--- config.mk ---
export PLATFORM = sky130hd
export DESIGN_NAME = window_5x5_gen
export DESIGN_NICKNAME = d
export VERILOG_FILES = /design/src/rtl/window_5x5_gen.sv
export SDC_FILE = /design/constraint.sdc
export NUM_CORES = 2
export LEC_CHECK = 0
export ABC_AREA = 1
export CAP_MARGIN = 20
export CORE_MARGIN = 2
export CORE_UTILIZATION = 30
export DETAILED_ROUTE_END_ITERATION = 8
export GPL_TIMING_DRIVEN = 0
export PLACE_DENSITY_LB_ADDON = 0.08
export SYNTH_ARGS = -nofsm -noshare
export SYNTH_HDL_FRONTEND = slang
export SYNTH_SLANG_ARGS = --single-unit
export TNS_END_PERCENT = 10
--- constraint.sdc ---
create_clock -name clk -period 9.6 [get_ports clk]
set_input_delay 1.92 -clock clk [delete_from_list [all_inputs] [get_ports clk]]
set_output_delay 1.92 -clock clk [all_outputs]
set_load 0.03 [all_outputs]
--- src/rtl/window_5x5_gen.sv ---
// 5x5 sliding-window generator for a raster pixel stream.
// Four line buffers hold the previous lines; a 5x5 register window shifts left on
// each accepted pixel and emits a window whenever the completing pixel sits at
// row>=4 and col>=4, one clock after acceptance.
module window_5x5_gen #(
  parameter int IMG_WIDTH  = 64,
  parameter int IMG_HEIGHT = 64,
  parameter int PIX_W      = 8
) (
  input  logic                  clk,
  input  logic                  rst_n,
  input  logic [PIX_W-1:0]      pix_in,
  input  logic                  pix_in_valid,
  input  logic                  sof,
  output logic [25*PIX_W-1:0]   win_out,
  output logic                  win_valid
);

  localparam int COL_W = $clog2(IMG_WIDTH);
  localparam int ROW_W = $clog2(IMG_HEIGHT);
  localparam logic [COL_W-1:0] COL_LAST = COL_W'(IMG_WIDTH - 1);
  localparam logic [ROW_W-1:0] ROW_LAST = ROW_W'(IMG_HEIGHT - 1);

  logic [COL_W-1:0] r_col, w_col_cur, w_col_nxt;
  logic [ROW_W-1:0] r_row, w_row_cur, w_row_nxt;

  // One word per column; slice k holds line (row-4+k), so slice 0 is the oldest line.
  logic [4*PIX_W-1:0] r_lb [IMG_WIDTH];
  logic [4*PIX_W-1:0] w_lb_rd;

  logic [PIX_W-1:0] r_win [25];
  logic             r_win_valid;
  logic             w_win_hit;

  // Effective position of this pixel (sof forces (0,0)) and the position after it.
  always_comb begin
    w_col_cur = sof ? '0 : r_col;
    w_row_cur = sof ? '0 : r_row;
    w_lb_rd   = r_lb[w_col_cur];
    w_win_hit = (w_row_cur >= ROW_W'(4)) && (w_col_cur >= COL_W'(4));
    w_col_nxt = w_col_cur + COL_W'(1);
    w_row_nxt = w_row_cur;
    if (w_col_cur == COL_LAST) begin
      w_col_nxt = '0;
      w_row_nxt = (w_row_cur == ROW_LAST) ? '0 : w_row_cur + ROW_W'(1);
    end
  end

  // Position counters; a lone sof restarts the frame without consuming a pixel.
  always_ff @(posedge clk or negedge rst_n) begin
    if (!rst_n) begin
      r_col <= '0;
      r_row <= '0;
    end else if (pix_in_valid) begin
      r_col <= w_col_nxt;
      r_row <= w_row_nxt;
    end else if (sof) begin
      r_col <= '0;
      r_row <= '0;
    end
  end

  // Line buffers cascade: each line moves one slot older, the new pixel enters slot 3.
  always_ff @(posedge clk) begin
    if (pix_in_valid) begin
      r_lb[w_col_cur] <= {pix_in, w_lb_rd[4*PIX_W-1:PIX_W]};
    end
  end

  // Window shift: columns move left, column 4 is loaded from the buffers and pix_in.
  always_ff @(posedge clk or negedge rst_n) begin
    if (!rst_n) begin
      for (int k = 0; k < 25; k++) begin
        r_win[k] <= '0;
      end
    end else if (pix_in_valid) begin
      for (int rr = 0; rr < 5; rr++) begin
        for (int cc = 0; cc < 4; cc++) begin
          r_win[5*rr+cc] <= r_win[5*rr+cc+1];
        end
      end
      for (int rr = 0; rr < 4; rr++) begin
        r_win[5*rr+4] <= w_lb_rd[rr*PIX_W +: PIX_W];
      end
      r_win[24] <= pix_in;
    end
  end

  // Valid pulse follows an accepted pixel that completes an unpadded window.
  always_ff @(posedge clk or negedge rst_n) begin
    if (!rst_n) begin
      r_win_valid <= 1'b0;
    end else begin
      r_win_valid <= pix_in_valid & w_win_hit;
    end
  end

  for (genvar k = 0; k < 25; k++) begin : g_flat
    assign win_out[PIX_W*k +: PIX_W] = r_win[k];
  end

  assign win_valid = r_win_valid;

endmodule
==> flow_metrics.py <==
metrics = {
    "logic_synthesis": {
        "yosys_warnings": 0,
        "synth-seq-area-share_pct": 71.4,
        "synth_seq_cells": 2261,
        "netlist_area_mm2": 0.0935,
        "netlist_instances": 8648,
        "yosysUniqueCellTypes": 35,
        "synth.net_count": 8661,
        "synth_area_per_cell_um2": 10.8,
    },
    "clocking": {
        "post_cts_buffers": 0,
        "holdBufCountCts": 0,
        "tritoncts": "built",
        "cts_resized": 0,
        "htree_levels": 5,
        "ctsRootBufferMaster": "clkbuf_16",
        "cts.sinks": 2261,
        "clk-insertion-delay-late_ps": 900,
        "clockBufferDepth": 4,
        "cts.clk_slew.worst_paths_ps": 50,
        "cts-buffers-inserted": 267,
    },
    "route": {
        "finalWirelength_um": 419000,
        "vias": 67300,
        "ant_nets": 0,
        "drt_iter0_markers": 8280,
        "viasPerCell": 4.93,
        "detail_route.wl_per_cell_um": 30.6,
        "drt-pass1-iter-count": 6,
        "remaining_drc_errors": 0,
    },
    "final_layout": {
        "final_core_util_pct": 36.5,
        "final_common_cell": "nand2_1",
        "fillCellCount": 30800,
        "drive_above_1_share_pct": 9.70,
        "syn2layout_area_growth_pct": 21.3,
        "fin_area_mm2": 0.113,
        "fin_nets": 9329,
        "final_cell_mix": "nand2_1 (3714), edfxtp_1 (2048), inv_1 (949)",
    },
    "placed_design": {
        "gp_congestion": 0.992,
        "place_ws_ps": 2620,
        "place_area_mm2": 0.105,
        "dp_hpwl_um": 298000,
        "portBuffers": 211,
    },
    "critical_path": {
        "cp.arrival_ps": 6760,
        "cp_slowest_cell": "clkdlybuf4s50_1",
        "cp.depth": 7,
        "crit_type": "input port to flip-flop",
        "rr_endpoint": "r_lb[30][9]$_DFFE_PP_",
        "crit_path_end": "r_lb[50][23]$_DFFE_PP_",
        "ff2ff_path_depth": 10,
        "r2r_slack_ps": 4510,
        "slowest_delay_ps": 980,
        "cp-start-kind": "input port",
        "crit_path_end_kind": "flip-flop",
        "r2r-start": "r_col[1]$_DFF_PN0_",
        "worst-path-buf-inv": 5,
        "worstPathMaxFanout": 12,
        "worst_ep_required_time_ps": 10160,
        "crit_start": "pix_in_valid",
        "crit_chain": "clkdlybuf4s50_1, clkbuf_1, clkbuf_1, nand3_1, nor2_4, buf_12, buf_12",
        "critical-path-top-delay-family": "buffers and inverters",
    },
    "global_routing": {
        "grt_overflow_total": 0,
        "grt_pass1_wl_um": 560000,
        "grt_max_degree": 104,
        "grt_pass1_vias": 63400,
        "antenna_found_initial": 38,
        "gr-usage-all-layers_pct": 26.0,
    },
    "sta": {
        "rsz0062_at_grt": "false",
        "fin_crit_ps": 6200,
        "fin_hold_ws_ps": 485,
        "max_clock_freq_mhz": 161,
        "period_share_pct": 64.5,
        "tns_ps": 0,
        "slew-limit-headroom_pct": 16.3,
        "finalSetupViolCount": 0,
        "tightest_slew_ps": 1250,
        "final.setup.worst_slack_ps": 3400,
        "slew_viol_final": 0,
        "hold_viol": 0,
        "fin_skew_ps": 38.1,
    },
    "floorplanning": {
        "core_mm2": 0.311,
        "die_area_mm2": 0.316,
        "io_pins": 213,
        "die_w_um": 562,
        "chipHeight_um": 562,
        "start_util_pct": 30.1,
        "rows": 205,
    },
    "run_status": {
        "status": "complete, no violations",
    },
    "power": {
        "p_leak_nw": 46.0,
        "vdd_ir_drop_max_mv": 0.120,
        "powerDensity_mw_per_mm2": 210,
    },
    "hold_path": {
        "worstHoldStart": "win_out[84]$_DFFE_PN0P_",
        "hp-class": "flip-flop to flip-flop",
    },
    "job": {
        "maxCapViolCount": 0,
    },
}
logic make-up (layout without fill, tap and decap cells):
| kind of cell | Yosys count | in the layout | synth area share (%) |
|---|---|---|---|
| XOR/XNOR | 4 | 4 | 0.0375 |
| adder cells (fa/ha/maj) | 1 | 1 | 0.0134 |
| flip-flops | 2261 | 2261 | 71.4 |
| buffers and inverters | 1384 | 2249 | 5.90 |
| other | 0 | 10 | 0 |
| AND/OR/NAND/NOR | 4366 | 4366 | 18.2 |
| AO/OA/AOI/OAI | 632 | 632 | 4.43 |
report_power, final:
group | switching (mW) | total [mW] | internal, mW | leakage (nW)
Sequential | 0.118 | 11.3 | 11.2 | 21.2
Clock | 4.19 | 9.64 | 5.45 | 3.89
Combinational | 2.18 | 2.84 | 0.660 | 20.9
area by class of cell:
cell class	instances	area, µm²	area share [%]
tap	4140	5180	4.57
clock inverter	101	674	0.595
antenna	10	25.0	0.0221
multi-input combinational	5003	21800	19.3
buffer	428	1930	1.70
inverter	956	3590	3.17
timing repair buffer	399	6040	5.32
clock buffer	365	7330	6.46
sequential	2261	66800	58.9
per-stage QoR:
stage,cells,power (mW)
2_1_floorplan,8648,12.7
3_3_place_gp,13000,14.3
3_5_place_dp,13200,14.3
4_1_cts,13700,23.9
5_1_grt,13700,24.5
6_report,13700,23.8
per-layer routing:
metal / vias up / GRT usage, % / wire (µm)
met2: 3014 / 39.6 / 183000
met4: 6 / 8.38 / 15300
met3: 621 / 5.11 / 35200
met1: 33900 / 37.1 / 186000
met5: - / 0 / 40
li1: 29800 / - / -
synthesized netlist by cell type:
library cell / instances / area, µm²
ha_1: 1 / 12.5
nor2_4: 5 / 56.3
o21ai_0: 224 / 1120
buf_1: 23 / 86.3
a21boi_1: 1 / 7.51
buf_6: 4 / 45.0
nor4_1: 2 / 12.5
nor3_1: 3 / 15.0
nand3_1: 309 / 1550
nor2_2: 7 / 43.8
nor2_1: 242 / 908
a211oi_1: 2 / 15.0
nand2_2: 2 / 12.5
a21oi_1: 7 / 35.0
xor2_1: 2 / 17.5
inv_4: 1 / 6.26
o21bai_1: 1 / 7.51
o21a_1: 1 / 7.51
or2_2: 54 / 338
nand2_1: 3737 / 14000
edfxtp_1: 2048 / 61500
o22ai_1: 1 / 6.26
dfrtp_1: 213 / 5330
o21ai_1: 10 / 50.1
nand2_4: 1 / 11.3
o2111ai_1: 1 / 8.76
o211ai_1: 384 / 2880
inv_1: 949 / 3560
inv_2: 5 / 18.8
buf_4: 5 / 37.5
clkinv_1: 1 / 3.75
clkbuf_1: 175 / 657
nand3b_1: 4 / 30.0
xnor2_1: 2 / 17.5
buf_2: 221 / 1110
flip-flops by register name, summed over array words and instances (netlist names):
name       cells
win_valid      1
win_out      200
r_row          6
r_lb        2048
r_col          6
worst reg2reg max path: stages, from the launching register on:
cell     delay (ps)
dfrtp_1         330
buf_2           250
nand2_4         280
nor2_4          540
buf_2           390
buf_1           700
nand3_1         890
nor2_4          750
buf_16          230
buf_16          180
buf_12          200
how the worst min path moves through the flow:
stage                                          end  cells after the start  slack, ps
after CTS                  win_out[80]$_DFFE_PN0P_                      2        490
after detailed placement   win_out[80]$_DFFE_PN0P_                      2        480
after global routing      win_out[122]$_DFFE_PN0P_                      2        520
after global placement     win_out[80]$_DFFE_PN0P_                      2        470
after floorplan                 r_row[5]$_DFF_PN0_                      2        550
final                      win_out[84]$_DFFE_PN0P_                      2        490
No activity file was read; power rests on OpenSTA's default activity.
==> patch (config.mk and constraints unchanged) <==
Register the inputs `pix_in`, `pix_in_valid` and `sof` before use, cleared by the reset. The logic sees them one clock later.
--- a/src/rtl/window_5x5_gen.sv
+++ b/src/rtl/window_5x5_gen.sv
@@ -22,4 +22,20 @@
   localparam logic [ROW_W-1:0] ROW_LAST = ROW_W'(IMG_HEIGHT - 1);
 
+  logic [PIX_W-1:0] pix_q;
+  logic pix_in_valid_q;
+  logic sof_q;
+
+  always_ff @(posedge clk or negedge rst_n) begin
+    if (!rst_n) begin
+      pix_q          <= '0;
+      pix_in_valid_q <= '0;
+      sof_q          <= '0;
+    end else begin
+      pix_q          <= pix_in;
+      pix_in_valid_q <= pix_in_valid;
+      sof_q          <= sof;
+    end
+  end
+
   logic [COL_W-1:0] r_col, w_col_cur, w_col_nxt;
   logic [ROW_W-1:0] r_row, w_row_cur, w_row_nxt;
@@ -35,6 +51,6 @@
   // Effective position of this pixel (sof forces (0,0)) and the position after it.
   always_comb begin
-    w_col_cur = sof ? '0 : r_col;
-    w_row_cur = sof ? '0 : r_row;
+    w_col_cur = sof_q ? '0 : r_col;
+    w_row_cur = sof_q ? '0 : r_row;
     w_lb_rd   = r_lb[w_col_cur];
     w_win_hit = (w_row_cur >= ROW_W'(4)) && (w_col_cur >= COL_W'(4));
@@ -52,8 +68,8 @@
       r_col <= '0;
       r_row <= '0;
-    end else if (pix_in_valid) begin
+    end else if (pix_in_valid_q) begin
       r_col <= w_col_nxt;
       r_row <= w_row_nxt;
-    end else if (sof) begin
+    end else if (sof_q) begin
       r_col <= '0;
       r_row <= '0;
@@ -63,6 +79,6 @@
   // Line buffers cascade: each line moves one slot older, the new pixel enters slot 3.
   always_ff @(posedge clk) begin
-    if (pix_in_valid) begin
-      r_lb[w_col_cur] <= {pix_in, w_lb_rd[4*PIX_W-1:PIX_W]};
+    if (pix_in_valid_q) begin
+      r_lb[w_col_cur] <= {pix_q, w_lb_rd[4*PIX_W-1:PIX_W]};
     end
   end
@@ -74,5 +90,5 @@
         r_win[k] <= '0;
       end
-    end else if (pix_in_valid) begin
+    end else if (pix_in_valid_q) begin
       for (int rr = 0; rr < 5; rr++) begin
         for (int cc = 0; cc < 4; cc++) begin
@@ -83,5 +99,5 @@
         r_win[5*rr+4] <= w_lb_rd[rr*PIX_W +: PIX_W];
       end
-      r_win[24] <= pix_in;
+      r_win[24] <= pix_q;
     end
   end
@@ -92,5 +108,5 @@
       r_win_valid <= 1'b0;
     end else begin
-      r_win_valid <= pix_in_valid & w_win_hit;
+      r_win_valid <= pix_in_valid_q & w_win_hit;
     end
   end
Function: not settled (the Yosys comparison gave no result); the edit may change what the design does.
==> patch against the unedited design <==
Sequential cell count grew 10. Final cell count barely moved. Power shrank 0.61%. Register-to-register slack worse by 0.52 ns. Area after synthesis is 0.28% higher. Setup slack gained 0.58 ns. Cell area is 0.10% lower. Routed wire length about the same. Critical path type is now reg -> reg. Critical endpoint is now r_lb[12][10]. Highest routed layer unchanged.
==> patch: results (changes against the unedited design) <==
| Metric | Value |
|---|---|
| Run status | `complete, no violations` |
| WL met3 | `34410 µm (-2.2%)` |
| Placed Cells | `13180 (-0.023%)` |
| Largest net degree at the start of global routing | `96 (-7.7%)` |
| Via count of the first global-routing pass | `63120 (-0.44%)` |
| Layout Nets | `9326 (-0.032%)` |
| Met3 GRT Util | `4.824% (-0.29 points)` |
| First-pass GRT wire length | `558500 µm (-0.30%)` |
| Share of cells above drive strength 1 | `9.449% (-0.25 points)` |
| Cell Int Power | `17.19 mW (-0.57%)` |
| HPWL after detailed placement | `297900 µm (about the same)` |
| Initial DRC Count | `8545 (+3.2%)` |
| Area contributors post-synth | `edfxtp_1, nand2_1, dfrtp_1` |
| WL met2 | `181600 µm (-0.55%)` |
| Top cells by count, synth | `nand2_1, edfxtp_1, inv_1` |
| Seq pwr share | `48.0% (+0.5 points)` |
| Wire length on met1 | `184600 µm (-0.49%)` |
| Peak supply drop | `0.1386 mV (+15%)` |
| Routability congestion estimate from global placement | `0.9475 (-4.5%)` |
| Synth Instances | `8655 (+0.081%)` |
| Crit path max fanout | `17 (+5)` |
| Port Buffers | `212 (+0.47%)` |
| Avg Vias per Cell | `4.918 (-0.14%)` |
| Clk_skew | `0.04698 ns (+0.008906 ns)` |
| Post-synthesis sequential area ratio | `71.51% (about the same)` |
| GR Util met1 | `36.72% (-0.40 points)` |
| Clock network power | `9.55 mW (-0.9%)` |
| Static Leak | `45.85 nW (-0.37%)` |
## patch: logic make-up after synthesis
| group | after synthesis | share of synthesized area, % |
|---|---|---|
| xor gates and xnor gates | 4 | 0.03735 |
| DFF | 2271 | 71.51 |
| adders and majority gates | 1 | 0.01334 |
| buffers and inverters | 1376 | 5.886 |
| AOI/OAI and AO/OA | 632 | 4.418 |
| and+or+nand+nor | 4371 | 18.14 |
## patch: path summary, 6_finish.rpt
check | startpoint | to | slack [ns] | cells past startpoint
max reg2reg | sof_q | r_lb[12][10] | 3.99 | 10
max | sof_q | r_lb[12][10] | 3.99 | 10
min | win_out[86] | win_out[86] | 0.48 | 2
max in group asynchronous | rst_n | pix_q[4] | 7.36 | 3
min in group asynchronous | rst_n | win_out[68] | 0.95 | 1
min reg2reg | win_out[86] | win_out[86] | 0.48 | 2
## patch: metrics by stage
| stage | utilization (%) | area (µm²) |
|---|---|---|
| floorplan | - | 93810 |
| global placement | 32.47 | 101100 |
| detailed placement | 33.85 | 105400 |
| CTS | 36.39 | 113300 |
| global route | 36.39 | 113300 |
| finish | 36.39 | 113300 |
## patch: worst max-delay path: stages, from the launching register on
cell and delay, ns:
dfrtp_1 0.37, buf_6 0.19, inv_4 0.19, nand2_2 0.33, nor2_2 0.94, buf_2 0.66, buf_1 0.53, nand3_1 0.67
nor2_4 0.78, buf_12 0.27, buf_12 0.21
## patch: layout make-up
type	instances	area (µm²)
inverter	948	3561
fill	31000	198100
sequential	2271	67110
multi-input combinational	5008	21850
buffer	428	1961
clock inverter	96	681.9
tap	4140	5180
timing repair buffer	389	5729
antenna	6	15.01
clock buffer	364	7233
